<file path="src/rtl/pic_ctrl.sv">
// ---------------------------------------------------------------------------
// pic_ctrl -- small programmable interrupt controller
//
// Collects up to NUM_IRQ interrupt requests (edge or level per channel),
// arbitrates them with fixed or rotating priority against the in-service
// set, raises int_out to the CPU and returns a vector on acknowledge.
//
// Ports
//   clk, rst       : clock, synchronous active-high reset
//   cs, wr, rd     : register chip select, write strobe, read enable
//   addr, din      : register select, write data
//   dout           : combinational read data (0 unless cs & rd)
//   irq            : interrupt request lines
//   int_out        : registered interrupt request to the CPU
//   inta           : one-cycle acknowledge pulse from the CPU
//   vector         : acknowledged vector (registered)
//   vector_valid   : one-cycle qualifier for vector
//
// Register map: 0 IMR, 1 IRR / command, 2 ISR / mode, 3 ELCR.
// ---------------------------------------------------------------------------
module pic_ctrl #(
    parameter int         NUM_IRQ  = 8,
    parameter logic [7:0] VEC_BASE = 8'h08
) (
    input  logic               clk,
    input  logic               rst,
    input  logic               cs,
    input  logic               wr,
    input  logic               rd,
    input  logic [1:0]         addr,
    input  logic [7:0]         din,
    output logic [7:0]         dout,
    input  logic [NUM_IRQ-1:0] irq,
    output logic               int_out,
    input  logic               inta,
    output logic [7:0]         vector,
    output logic               vector_valid
);

    typedef enum logic {
        IDLE = 1'b0,
        ACK  = 1'b1
    } state_t;

    localparam logic [3:0] N_L   = 4'(NUM_IRQ);
    localparam logic [7:0] VMASK = 8'((16'd1 << NUM_IRQ) - 16'd1);

    // Wrap a channel sum back into 0..NUM_IRQ-1.
    function automatic logic [3:0] mod_f(input logic [3:0] s);
        return (s >= N_L) ? (s - N_L) : s;
    endfunction

    // Priority rank of a channel; 0 is the highest priority.
    function automatic logic [3:0] rank_f(input logic [2:0] ch, input logic rot,
                                          input logic [2:0] hi);
        logic [3:0] r;
        if (!rot) begin
            r = {1'b0, ch};
        end else if (ch >= hi) begin
            r = {1'b0, ch} - {1'b0, hi};
        end else begin
            r = {1'b0, ch} + N_L - {1'b0, hi};
        end
        return r;
    endfunction

    // Highest-priority set bit of v as {found, index}. Scans from lowest to
    // highest priority so the last hit is the winner.
    function automatic logic [3:0] top_f(input logic [7:0] v, input logic rot,
                                         input logic [2:0] hi);
        logic [3:0] res;
        logic [3:0] ch;
        res = 4'd0;
        for (int r = NUM_IRQ - 1; r >= 0; r--) begin
            ch = rot ? mod_f({1'b0, hi} + 4'(r)) : 4'(r);
            if (v[ch[2:0]]) begin
                res = {1'b1, ch[2:0]};
            end else begin
                res = res;
            end
        end
        return res;
    endfunction

    // True when some request strictly outranks every in-service channel.
    function automatic logic pending_f(input logic [7:0] req, input logic [7:0] isr,
                                       input logic rot, input logic [2:0] hi);
        logic [3:0] t;
        logic [3:0] s;
        t = top_f(req, rot, hi);
        s = top_f(isr, rot, hi);
        return t[3] && (!s[3] || (rank_f(t[2:0], rot, hi) < rank_f(s[2:0], rot, hi)));
    endfunction

    // The pointer holds the lowest-priority channel; highest is the next one up.
    function automatic logic [2:0] hi_f(input logic [2:0] low);
        return ({1'b0, low} == (N_L - 4'd1)) ? 3'd0 : (low + 3'd1);
    endfunction

    state_t     state_q, state_d;
    logic [7:0] imr_q, imr_d;
    logic [7:0] irr_q, irr_d;
    logic [7:0] isr_q, isr_d;
    logic [7:0] elcr_q, elcr_d;
    logic       rotate_q, rotate_d;
    logic       aeoi_q, aeoi_d;
    logic [2:0] low_q, low_d;
    logic [7:0] irq_prev_q, irq_prev_d;
    logic       int_out_q, int_out_d;
    logic [7:0] vector_q, vector_d;
    logic       vector_valid_q, vector_valid_d;

    logic [7:0] irq_ext_s;
    logic [2:0] hi_s;
    logic       wr_en_s;
    logic [3:0] isr_top_s;
    logic [7:0] isr_eoi_s;
    logic [2:0] low_eoi_s;
    logic [7:0] req_s;
    logic [3:0] req_top_s;
    logic       win_s;
    logic       ack_s;
    logic [7:0] win_oh_s;

    // Zero-extend the request lines to the 8-bit internal register width.
    always_comb begin
        irq_ext_s = 8'h00;
        irq_ext_s[NUM_IRQ-1:0] = irq;
    end

    // Command decode, arbitration, acknowledge FSM and next-state values.
    always_comb begin
        hi_s      = hi_f(low_q);
        wr_en_s   = cs && wr;
        imr_d     = imr_q;
        elcr_d    = elcr_q;
        rotate_d  = rotate_q;
        aeoi_d    = aeoi_q;
        state_d   = state_q;
        vector_d  = 8'h00;
        vector_valid_d = 1'b0;
        irq_prev_d = irq_ext_s;

        // EOI is resolved first so a same-cycle acknowledge sees its result.
        isr_top_s = top_f(isr_q, rotate_q, hi_s);
        isr_eoi_s = isr_q;
        low_eoi_s = low_q;
        if (wr_en_s && (addr == 2'd1)) begin
            case (din[7:5])
                3'b001: begin
                    if (isr_top_s[3]) begin
                        isr_eoi_s[isr_top_s[2:0]] = 1'b0;
                        low_eoi_s = isr_top_s[2:0];
                    end else begin
                        isr_eoi_s = isr_q;
                    end
                end
                3'b011: begin
                    if (({1'b0, din[2:0]} < N_L) && isr_q[din[2:0]]) begin
                        isr_eoi_s[din[2:0]] = 1'b0;
                        low_eoi_s = din[2:0];
                    end else begin
                        isr_eoi_s = isr_q;
                    end
                end
                default: isr_eoi_s = isr_q;
            endcase
        end else begin
            isr_eoi_s = isr_q;
        end

        // Register writes other than commands; IMR updates after arbitration.
        if (wr_en_s) begin
            case (addr)
                2'd0:    imr_d = din & VMASK;
                2'd2:    begin rotate_d = din[0]; aeoi_d = din[1]; end
                2'd3:    elcr_d = din & VMASK;
                default: imr_d = imr_q;
            endcase
        end else begin
            imr_d = imr_q;
        end

        // Arbitration uses the pre-write IMR and the post-EOI ISR.
        req_s     = irr_q & ~imr_q & VMASK;
        req_top_s = top_f(req_s, rotate_q, hi_s);
        win_s     = pending_f(req_s, isr_eoi_s, rotate_q, hi_s);
        ack_s     = (state_q == IDLE) && inta;
        win_oh_s  = (ack_s && win_s) ? (8'h01 << req_top_s[2:0]) : 8'h00;

        case (state_q)
            IDLE: begin
                if (inta) begin
                    state_d = ACK;
                    vector_valid_d = 1'b1;
                    if (win_s) begin
                        vector_d = VEC_BASE + {5'd0, req_top_s[2:0]};
                    end else begin
                        vector_d = VEC_BASE + 8'(NUM_IRQ - 1);
                    end
                end else begin
                    state_d = IDLE;
                end
            end
            ACK:     state_d = IDLE;
            default: state_d = IDLE;
        endcase

        // Auto-EOI skips the ISR and rotates on the winner directly.
        if (aeoi_q) begin
            isr_d = isr_eoi_s;
            low_d = (ack_s && win_s) ? req_top_s[2:0] : low_eoi_s;
        end else begin
            isr_d = isr_eoi_s | win_oh_s;
            low_d = low_eoi_s;
        end

        // Edge set is applied after the acknowledge clear; level follows irq.
        irr_d = ((irr_q & ~win_oh_s & ~elcr_q)
                | (irq_ext_s & ~irq_prev_q & ~elcr_q)
                | (irq_ext_s & elcr_q)) & VMASK;

        // int_out reflects the state being loaded this edge.
        int_out_d = pending_f(irr_d & ~imr_d, isr_d, rotate_d, hi_f(low_d));
    end

    // State registers with synchronous reset.
    always_ff @(posedge clk) begin
        if (rst) begin
            state_q        <= IDLE;
            imr_q          <= 8'h00;
            irr_q          <= 8'h00;
            isr_q          <= 8'h00;
            elcr_q         <= 8'h00;
            rotate_q       <= 1'b0;
            aeoi_q         <= 1'b0;
            low_q          <= 3'(NUM_IRQ - 1);
            irq_prev_q     <= irq_ext_s;
            int_out_q      <= 1'b0;
            vector_q       <= 8'h00;
            vector_valid_q <= 1'b0;
        end else begin
            state_q        <= state_d;
            imr_q          <= imr_d;
            irr_q          <= irr_d;
            isr_q          <= isr_d;
            elcr_q         <= elcr_d;
            rotate_q       <= rotate_d;
            aeoi_q         <= aeoi_d;
            low_q          <= low_d;
            irq_prev_q     <= irq_prev_d;
            int_out_q      <= int_out_d;
            vector_q       <= vector_d;
            vector_valid_q <= vector_valid_d;
        end
    end

    // Combinational register readback.
    always_comb begin
        dout = 8'h00;
        if (cs && rd) begin
            case (addr)
                2'd0:    dout = imr_q;
                2'd1:    dout = irr_q;
                2'd2:    dout = isr_q;
                2'd3:    dout = elcr_q;
                default: dout = 8'h00;
            endcase
        end else begin
            dout = 8'h00;
        end
    end

    assign int_out      = int_out_q;
    assign vector       = vector_q;
    assign vector_valid = vector_valid_q;

endmodule

</file>
<file path="config.mk">
export PLATFORM = sky130hd
export DESIGN_NAME = pic_ctrl
export DESIGN_NICKNAME = d
export VERILOG_FILES = /design/src/rtl/pic_ctrl.sv
export SDC_FILE = /design/constraint.sdc
export NUM_CORES = 1
export LEC_CHECK = 0
export CAP_MARGIN = 20
export CORE_UTILIZATION = 50
export DETAILED_ROUTE_END_ITERATION = 6
export MAX_ROUTING_LAYER = met4
export PLACE_DENSITY_LB_ADDON = 0.15
export SKIP_CTS_REPAIR_TIMING = 1
export SYNTH_ARGS = -nofsm -noshare
export SYNTH_HDL_FRONTEND = slang
export SYNTH_SLANG_ARGS = --single-unit
</file>
<file path="constraint.sdc">
create_clock -name clk -period 35.7 [get_ports clk]
set_input_delay 7.14 -clock clk [delete_from_list [all_inputs] [get_ports clk]]
set_output_delay 7.14 -clock clk [all_outputs]
set_load 0.01 [all_outputs]
</file>
==> results.cfg, run 1 <==
[status]
outcome = finished, final reports clean

[hold_path]
min-delay-start = elcr_q[5]
timing.hold.worst_endpoint = elcr_q[5]
min_path_cells = 2
worstHoldPathType = reg -> reg

[synthesis]
synth.yosys.seq_area_share = 0.117
count_of_flip_flops_with_a_built_in_enable_after_synthesis = 0
ys_seq_elements = 51
ys_warn_count = 0
yosys.cell_types.count = 123
synth_top_flop_cell = sky130_fd_sc_hd__dfxtp_1
synthesis.instances = 1161
synth.cell_area_mm2 = 0.00871
post_synth.cell_area_avg_um2 = 7.51
synthArstFlopShare = 0

[cts]
cts-root-to-sink-buffers = 2
clock_sink_count = 51
clock_tree.htree_level_count = 2
cts_tree = yes
number_of_buffers_added_by_the_clock_tree_synthesis_step = 5
clk_pin_slew_worst_paths_ns = 0.08
cts_root_buf = sky130_fd_sc_hd__clkbuf_16
clock_latency_on_the_worst_skew_pair_ns = 0.31

[detailed_routing]
dr_total_vias = 9598
detail_route.wirelength_um = 30700
detail_routed_via_count_per_cell = 7.04
final_antenna_net_count = 0
drtPass1Iterations = 6
drcViolationCount = 0
detail_route.wl_per_cell_um = 22.5
drt-initial-drc-count = 1031

[die]
die_h_um = 134
fp.coreArea_mm2 = 0.0168
die_w_um = 134
row_count = 47
initial_utilization = 0.518
fp.dieArea_mm2 = 0.0180
io_pins = 42

[timing]
min_period_over_period = 0.564
hold-worst-slack_ns = 0.487
total_count_of_hold_check_failures_in_the_final_report = 0
setup-violations-final = 0
unrepaired_setup_endpoints_after_global_routing = false
fin_crit_ns = 20.15
pin_slew_with_the_least_headroom_to_its_limit_ns = 0.912
highest_clock_rate_mhz = 49.6
report.final.slew_viol_count = 0
relSlewSlack = 0.386
setup-tns-final_ns = 0
clock-skew-final_ns = 0.00886

[grt]
grt_overflow = 0
antenna_violations_before_repair = 0
grt_pass1_wl_um = 49200
grt.total_usage = 0.356
grt_pass1_vias = 9110
grt_max_degree = 40

[pwr]
cellInternalPower_w = 0.000141
power.static_leakage_nw = 3.55
power.sequential.fraction = 0.256
pwr-share-comb = 0.539
power.share.switching = 0.442
share_clk_of_total_power = 0.205
total_power_w = 0.000252
power_per_cell_area_mw_per_mm2 = 27.4
power.net_switching_w = 0.000112
vdd_ir_drop_max_mv = 0.0304

[critical_path]
timing.critical_path.to_type = flop
worstReg2RegEnd = int_out
ff2ff_path_depth = 60
crit_path_top_delay_cell = sky130_fd_sc_hd__clkdlybuf4s50_1
reg2reg_from = low_q[0]
setup.worst_path.class = in -> reg
peak_per_stage_delay_on_the_critical_path_ns = 0.90
cp_data_arrival_time_ns = 20.40
worst_path_most_repeated_cell = sky130_fd_sc_hd__o21ai_0
rrSetupSlack_ns = 20.53
worst_setup_start_kind = input pin
critPathMaxFanout = 23
cp_data_required_time_ns = 35.96
critPathTopFamily = compound AO/OA/AOI/OAI gates
path_buf_inv = 2

[cells_and_area]
final_util = 0.548
n_antenna_cell = 0
layout.filler_cells = 1622
layout.cell_area.non_filler_mm2 = 0.00922
area_delta_synth_final_pct = 5.80
post_route_cells_drive_above_1_share = 0.109
nets = 1197

[placement]
placed_area_mm2 = 0.00907
detailedPlacementHpwl_um = 22800
numPortBuffers = 37
gpl.final_weighted_congestion = 0.993

[flow_run]
maxCapViolations = 0
-- cells in the final DEF, fill, tap and decap left out, types with 22 or more instances in the layout --
master | Yosys | routed
sky130_fd_sc_hd__nor2_1 | 111 | 111
sky130_fd_sc_hd__clkdlybuf4s50_1 | 0 | 37
sky130_fd_sc_hd__inv_1 | 44 | 44
sky130_fd_sc_hd__nand3_1 | 37 | 37
sky130_fd_sc_hd__dfxtp_1 | 51 | 51
sky130_fd_sc_hd__mux2i_1 | 56 | 56
sky130_fd_sc_hd__nand2_1 | 106 | 106
sky130_fd_sc_hd__o21ai_0 | 75 | 75
sky130_fd_sc_hd__a21oi_1 | 75 | 75
sky130_fd_sc_hd__ha_1 | 22 | 22
sky130_fd_sc_hd__nor3_1 | 29 | 29
sky130_fd_sc_hd__mux4_2 | 24 | 24
sky130_fd_sc_hd__and3_1 | 22 | 22
-- routing by layer --
metal  track usage  vias up  routed length, um
met5             -        -                  0
met4         0.148        0               1200
met3        0.0503      104               2940
met2         0.552      567              13800
met1         0.465     4571              12700
li1              -     4356                  -
-- layout make-up --
class                      instances  area [um2]  area share
sequential                        51        1020       0.111
multi-input combinational        987        7120       0.772
timing repair buffer              52         483      0.0524
clock buffer                       5         125      0.0136
tap                              220         275      0.0299
clock inverter                     3        25.0     0.00271
inverter                          46         173      0.0187
-- worst max-delay path by stage --
stage | start | end | cells past startpoint
after floorplan | cs | int_out | 54
after global placement | addr[0] | int_out | 53
after detailed placement | addr[0] | int_out | 53
after CTS | addr[0] | int_out | 53
after global routing | addr[0] | int_out | 54
final | addr[0] | int_out | 53
-- power by group through the flow --
stage / Sequential (W) / Clock, W / Combinational [W]
after floorplan: 0.0000635 / 0 / 0.000102
after global placement: 0.0000656 / 0 / 0.000131
after detailed placement: 0.0000656 / 0 / 0.000133
after CTS: 0.0000642 / 0.0000522 / 0.000133
after global routing: 0.0000648 / 0.0000543 / 0.000148
final: 0.0000646 / 0.0000517 / 0.000136
-- cell families (layout without fill, tap and decap cells) --
family	count (synthesis)	in the layout	synth area share
XOR/XNOR	9	9	0.00905
flip-flops	51	51	0.117
other	1	4	0.000430
multiplexers	110	110	0.169
AO/OA/AOI/OAI	390	390	0.320
buffers and inverters	126	106	0.0679
AND/OR/NAND/NOR	444	444	0.267
adder cells (fa/ha/maj)	30	30	0.0500
-- cells in the mapped netlist, types with 8 or more instances --
cell type	number	area, um2
sky130_fd_sc_hd__o211ai_1	13	97.6
sky130_fd_sc_hd__nor4_1	8	50.1
sky130_fd_sc_hd__mux2i_1	56	561
sky130_fd_sc_hd__o22ai_1	15	93.8
sky130_fd_sc_hd__o21ai_0	75	375
sky130_fd_sc_hd__o21a_1	12	90.1
sky130_fd_sc_hd__nand2_1	106	398
sky130_fd_sc_hd__a21o_1	14	105
sky130_fd_sc_hd__fa_1	8	160
sky130_fd_sc_hd__nor2_1	111	417
sky130_fd_sc_hd__nand4_1	12	75.1
sky130_fd_sc_hd__a211oi_1	19	143
sky130_fd_sc_hd__nand2b_1	21	131
sky130_fd_sc_hd__mux2_2	20	225
sky130_fd_sc_hd__ha_1	22	275
sky130_fd_sc_hd__buf_4	9	67.6
sky130_fd_sc_hd__dfxtp_1	51	1020
sky130_fd_sc_hd__mux4_2	24	541
sky130_fd_sc_hd__and2_1	18	113
sky130_fd_sc_hd__nand3_1	37	185
sky130_fd_sc_hd__a41oi_1	8	70.1
sky130_fd_sc_hd__nor3_1	29	145
sky130_fd_sc_hd__o31ai_1	9	67.6
sky130_fd_sc_hd__clkbuf_1	49	184
sky130_fd_sc_hd__a211o_1	8	70.1
sky130_fd_sc_hd__a21oi_1	75	375
sky130_fd_sc_hd__o21ai_1	9	45.0
sky130_fd_sc_hd__a31oi_1	12	75.1
sky130_fd_sc_hd__nor2b_1	17	106
sky130_fd_sc_hd__inv_1	44	165
sky130_fd_sc_hd__buf_6	8	90.1
sky130_fd_sc_hd__and3_1	22	138
-- worst min-delay path: cells and delay by family, from the launching register on --
| kind | cells | cell delay (ns) |
|---|---|---|
| AOI/OAI and AO/OA | 1 | 0.05 |
| and+or+nand+nor | 1 | 0.06 |
| DFF | 1 | 0.33 |
-- sequential cells by signal, summed over array words and instances, names as in the netlist --
register / flops
elcr_q: 8
low_q: 3
imr_q: 8
irq_prev_q: 8
isr_q: 8
irr_q: 8
rotate_q: 1
int_out: 1
aeoi_q: 1
vector: 4
state_q: 1
-- per-stage QoR --
step	cells	setup slack (ns)
global route	1364	14.34
finish	1364	15.55
CTS	1364	15.67
global placement	1356	15.75
detailed placement	1356	15.40
floorplan	1164	17.70
Note: power is estimated with default switching activity, not from simulation.
==> inputs of run 2 (changes only) <==
==> constraint.sdc (replaced) <==
create_clock -name clk -period 19.7 [get_ports clk]
set_input_delay 3.94 -clock clk [delete_from_list [all_inputs] [get_ports clk]]
set_output_delay 3.94 -clock clk [all_outputs]
set_load 0.01 [all_outputs]
==> results.cfg, run 2 (synthesis results as in run 1) <==
[status]
outcome = finished, final reports clean

[critical_path]
cp_data_arrival_time_ns = 17.20
timing.critical_path.to_type = flop
critPathTopFamily = compound AO/OA/AOI/OAI gates
crit_path_top_delay_cell = sky130_fd_sc_hd__clkdlybuf4s50_1
worst_path_most_repeated_cell = sky130_fd_sc_hd__o21ai_0
cp_data_required_time_ns = 19.96
setup.worst_path.class = in -> reg
peak_per_stage_delay_on_the_critical_path_ns = 0.89
worst_setup_start_kind = input pin
critPathMaxFanout = 23
path_buf_inv = 2

[detailed_routing]
detail_route.wirelength_um = 30900
dr_total_vias = 9516
detail_route.wl_per_cell_um = 22.6
drt-initial-drc-count = 1040
drcViolationCount = 0
drtPass1Iterations = 5
detail_routed_via_count_per_cell = 6.98
final_antenna_net_count = 0

[grt]
grt_pass1_wl_um = 48500
grt.total_usage = 0.352
grt_pass1_vias = 8693
busiest_grt_layer = met2
global_route.usage.met3 = 0.0397
grt_max_degree = 40
grt_overflow = 0
global_route.usage.met2 = 0.545
grtUsageMet1 = 0.469
antenna_violations_before_repair = 0

[cts]
cts_root_buf = sky130_fd_sc_hd__clkbuf_16
cts_tree = yes
clock_tree.htree_level_count = 2
number_of_buffers_added_by_the_clock_tree_synthesis_step = 5
clock_latency_on_the_worst_skew_pair_ns = 0.31
cts-root-to-sink-buffers = 2
clock_sink_count = 51
clk_pin_slew_worst_paths_ns = 0.09

[placement]
placed_area_mm2 = 0.00907
detailedPlacementHpwl_um = 22800
gpl.final_weighted_congestion = 0.992
post-place-ws_ns = 2.66
numPortBuffers = 37

[timing]
relSlewSlack = 0.395
fin_crit_ns = 16.94
pin_slew_with_the_least_headroom_to_its_limit_ns = 0.899
unrepaired_setup_endpoints_after_global_routing = false
min_period_over_period = 0.860
total_count_of_hold_check_failures_in_the_final_report = 0
setup-tns-final_ns = 0
setup_slack_ns = 2.76
clock-skew-final_ns = 0.0115
report.final.slew_viol_count = 0
highest_clock_rate_mhz = 59.0
setup-violations-final = 0

[die]
fp.coreArea_mm2 = 0.0168
die_w_um = 134
row_count = 47
io_pins = 42
fp.dieArea_mm2 = 0.0180
initial_utilization = 0.518
die_h_um = 134

[cells_and_area]
final_cell_mix = sky130_fd_sc_hd__nor2_1 (111), sky130_fd_sc_hd__nand2_1 (106), sky130_fd_sc_hd__a21oi_1 (75), sky130_fd_sc_hd__o21ai_0 (75), sky130_fd_sc_hd__mux2i_1 (56)
nets = 1197
final_common_cell = sky130_fd_sc_hd__nor2_1
n_antenna_cell = 0
final_util = 0.549
layout.filler_cells = 1661
layout.cell_area.non_filler_mm2 = 0.00923
post_route_cells_drive_above_1_share = 0.109
area_delta_synth_final_pct = 5.87

[hold_path]
worstHoldPathType = reg -> reg

[pwr]
total_power_w = 0.000460
power_per_cell_area_mw_per_mm2 = 49.9
power.static_leakage_nw = 3.56
vdd_ir_drop_max_mv = 0.0547

[flow_run]
maxCapViolations = 0
-- run 2: changes by cell type in the layout (fill, tap and decap cells not counted) --
cell                         before  now
sky130_fd_sc_hd__inv_8            0    2
sky130_fd_sc_hd__clkinvlp_4       1    0
sky130_fd_sc_hd__inv_6            2    1
-- run 2: stage by stage --
step	instances	hold slack, ns
4_1_cts	1364	0.489
3_3_place_gp	1356	0.476
2_1_floorplan	1164	0.456
3_5_place_dp	1356	0.478
5_1_grt	1364	0.515
6_report	1364	0.486
-- run 2: power by group --
part	total (W)	internal [W]	switching, W
sequential	0.000117	0.000109	0.00000819
clock	0.0000966	0.0000496	0.0000471
combinational	0.000247	0.0000977	0.000149
total	0.000460	0.000256	0.000204
-- run 2: layout make-up --
| class | count | area (um2) | area share |
|---|---|---|---|
| Tap cell | 220 | 275 | 0.0298 |
| Clock buffer | 5 | 125 | 0.0136 |
| Clock inverter | 3 | 31.3 | 0.00339 |
| Timing Repair Buffer | 52 | 483 | 0.0524 |
| Multi-Input combinational cell | 987 | 7120 | 0.771 |
| Sequential cell | 51 | 1020 | 0.111 |
| Inverter | 46 | 173 | 0.0187 |
-- run 2: tightest hold or removal path: stages, from the launching register on --
cell,delay [ns]
sky130_fd_sc_hd__dfxtp_1,0.33
sky130_fd_sc_hd__nand2_1,0.06
sky130_fd_sc_hd__a21oi_1,0.05
-- run 2: path summary, 6_finish.rpt --
check                               start   endpoint  slack [ns]  depth (start not counted)
worst min register to register  elcr_q[5]  elcr_q[5]        0.49                          2
worst max-delay path              addr[0]    int_out        2.76                         53
worst max register to register   low_q[0]    int_out        4.54                         60
worst min-delay path            elcr_q[5]  elcr_q[5]        0.49                          2
-- run 2: metal layers --
| metal | up-vias | routed length, um |
|---|---|---|
| met5 | - | 0 |
| met1 | 4460 | 12800 |
| met3 | 101 | 3070 |
| li1 | 4356 | - |
| met4 | 0 | 1140 |
| met2 | 599 | 13900 |
==> inputs of run 3 (changes only) <==
--- a/config.mk
+++ b/config.mk
@@ -8,6 +8,8 @@
 export CAP_MARGIN = 20
 export CORE_UTILIZATION = 50
 export DETAILED_ROUTE_END_ITERATION = 6
+export DONT_BUFFER_PORTS = 1
+export GPL_TIMING_DRIVEN = 0
 export MAX_ROUTING_LAYER = met4
 export PLACE_DENSITY_LB_ADDON = 0.15
 export SKIP_CTS_REPAIR_TIMING = 1
==> results.cfg, run 3 (synthesis results as in run 1) <==
[status]
outcome = finished with violations
violations_in_the_final_reports = design-rule violations

[critical_path]
worst_path_most_repeated_cell = sky130_fd_sc_hd__o21ai_0
critPathTopFamily = compound AO/OA/AOI/OAI gates
crit_path_top_delay_cell = sky130_fd_sc_hd__o21ai_0
cp_data_arrival_time_ns = 17.18
peak_per_stage_delay_on_the_critical_path_ns = 0.64
setup.worst_path.class = in -> reg
path_buf_inv = 7
worst_setup_start_kind = input pin
critPathMaxFanout = 10
rrSetupSlack_ns = 3.81
timing.critical_path.to_type = flop
cp_data_required_time_ns = 19.93

[cells_and_area]
area_delta_synth_final_pct = 5.17
n_antenna_cell = 0
nets = 1225
final_cell_mix = sky130_fd_sc_hd__nor2_1 (111), sky130_fd_sc_hd__nand2_1 (106), sky130_fd_sc_hd__a21oi_1 (75), sky130_fd_sc_hd__o21ai_0 (75), sky130_fd_sc_hd__mux2i_1 (56)
layout.cell_area.non_filler_mm2 = 0.00916
post_route_cells_drive_above_1_share = 0.114
final_common_cell = sky130_fd_sc_hd__nor2_1

[placement]
placed_area_mm2 = 0.00900
numPortBuffers = 0
detailedPlacementHpwl_um = 25200
gpl.final_weighted_congestion = 1.05

[grt]
grt_pass1_vias = 9068
grt.total_usage = 0.367
grt_pass1_wl_um = 50200
grt_max_degree = 20
antenna_violations_before_repair = 0
grt_overflow = 0

[detailed_routing]
detail_route.wl_per_cell_um = 22.9
dr_total_vias = 9663
drt-initial-drc-count = 1302
drcViolationCount = 7
detail_routed_via_count_per_cell = 6.94
drtPass1Iterations = 7
final_antenna_net_count = 0
detail_route.wirelength_um = 31900

[die]
initial_utilization = 0.518
io_pins = 42
fp.coreArea_mm2 = 0.0168
row_count = 47
fp.dieArea_mm2 = 0.0180
die_h_um = 134
die_w_um = 134

[timing]
hold-worst-slack_ns = 0.485
clock-skew-final_ns = 0.0150
fin_crit_ns = 16.95
highest_clock_rate_mhz = 59.0
unrepaired_setup_endpoints_after_global_routing = false
setup-tns-final_ns = 0
pin_slew_with_the_least_headroom_to_its_limit_ns = 0.876
setup-violations-final = 0
total_count_of_hold_check_failures_in_the_final_report = 0
relSlewSlack = 0.416
min_period_over_period = 0.860
report.final.slew_viol_count = 0

[cts]
cts-root-to-sink-buffers = 2
clock_sink_count = 51
cts_root_buf = sky130_fd_sc_hd__clkbuf_16
cts_tree = yes
clk_pin_slew_worst_paths_ns = 0.08
number_of_buffers_added_by_the_clock_tree_synthesis_step = 5
clock_tree.htree_level_count = 2
clock_latency_on_the_worst_skew_pair_ns = 0.31

[flow_run]
maxCapViolations = 0

[hold_path]
worstHoldPathType = reg -> reg

[pwr]
vdd_ir_drop_max_mv = 0.0497
power_per_cell_area_mw_per_mm2 = 49.8
power.static_leakage_nw = 3.54
==> run 3: final timing paths <==
path	endpoint	cells after the start	startpoint
max reg2reg	int_out	63	low_q[0]
min reg2reg	elcr_q[5]	2	elcr_q[5]
max	int_out	55	din[5]
min	elcr_q[5]	2	elcr_q[5]
==> run 3: layer usage <==
layer / routed length (um) / vias up / track usage
li1: - / 4410 / -
met1: 13300 / 4566 / 0.471
met2: 14100 / 590 / 0.570
met3: 3170 / 97 / 0.0722
met4: 1280 / 0 / 0.137
met5: 0 / - / -
==> run 3: where the power goes <==
group          internal (W)  switching (W)
Sequential         0.000109     0.00000593
Combinational     0.0000948       0.000152
Clock             0.0000493      0.0000459
==> run 3: per-stage QoR <==
step | power [W] | utilization | setup slack [ns] | cells
2_1_floorplan | 0.000300 | - | 4.90 | 1164
3_3_place_gp | 0.000354 | 0.535 | 2.72 | 1384
3_5_place_dp | 0.000356 | 0.535 | 2.71 | 1384
4_1_cts | 0.000451 | 0.545 | 2.97 | 1392
5_1_grt | 0.000483 | 0.545 | 1.83 | 1392
6_report | 0.000457 | 0.545 | 2.75 | 1392
==> run 3: worst register-to-register path, delay by kind of cell, from the launching register on <==
kind                     cells  cell delay, ns
flip-flops                   1            0.52
adder cells (fa/ha/maj)      8            2.71
buffers and inverters       11            2.32
multiplexers                 1            0.44
AO/OA/AOI/OAI               30            7.47
AND/OR/NAND/NOR             11            1.98
XOR/XNOR                     2            0.37
==> run 3: area by class of cell <==
cell class                 count  area [um2]
inverter                      46         173
clock buffer                   5         125
clock inverter                 3        33.8
buffer                        80         419
sequential                    51        1020
tap                          220         275
multi-input combinational    987        7120
fill                        1676        7650
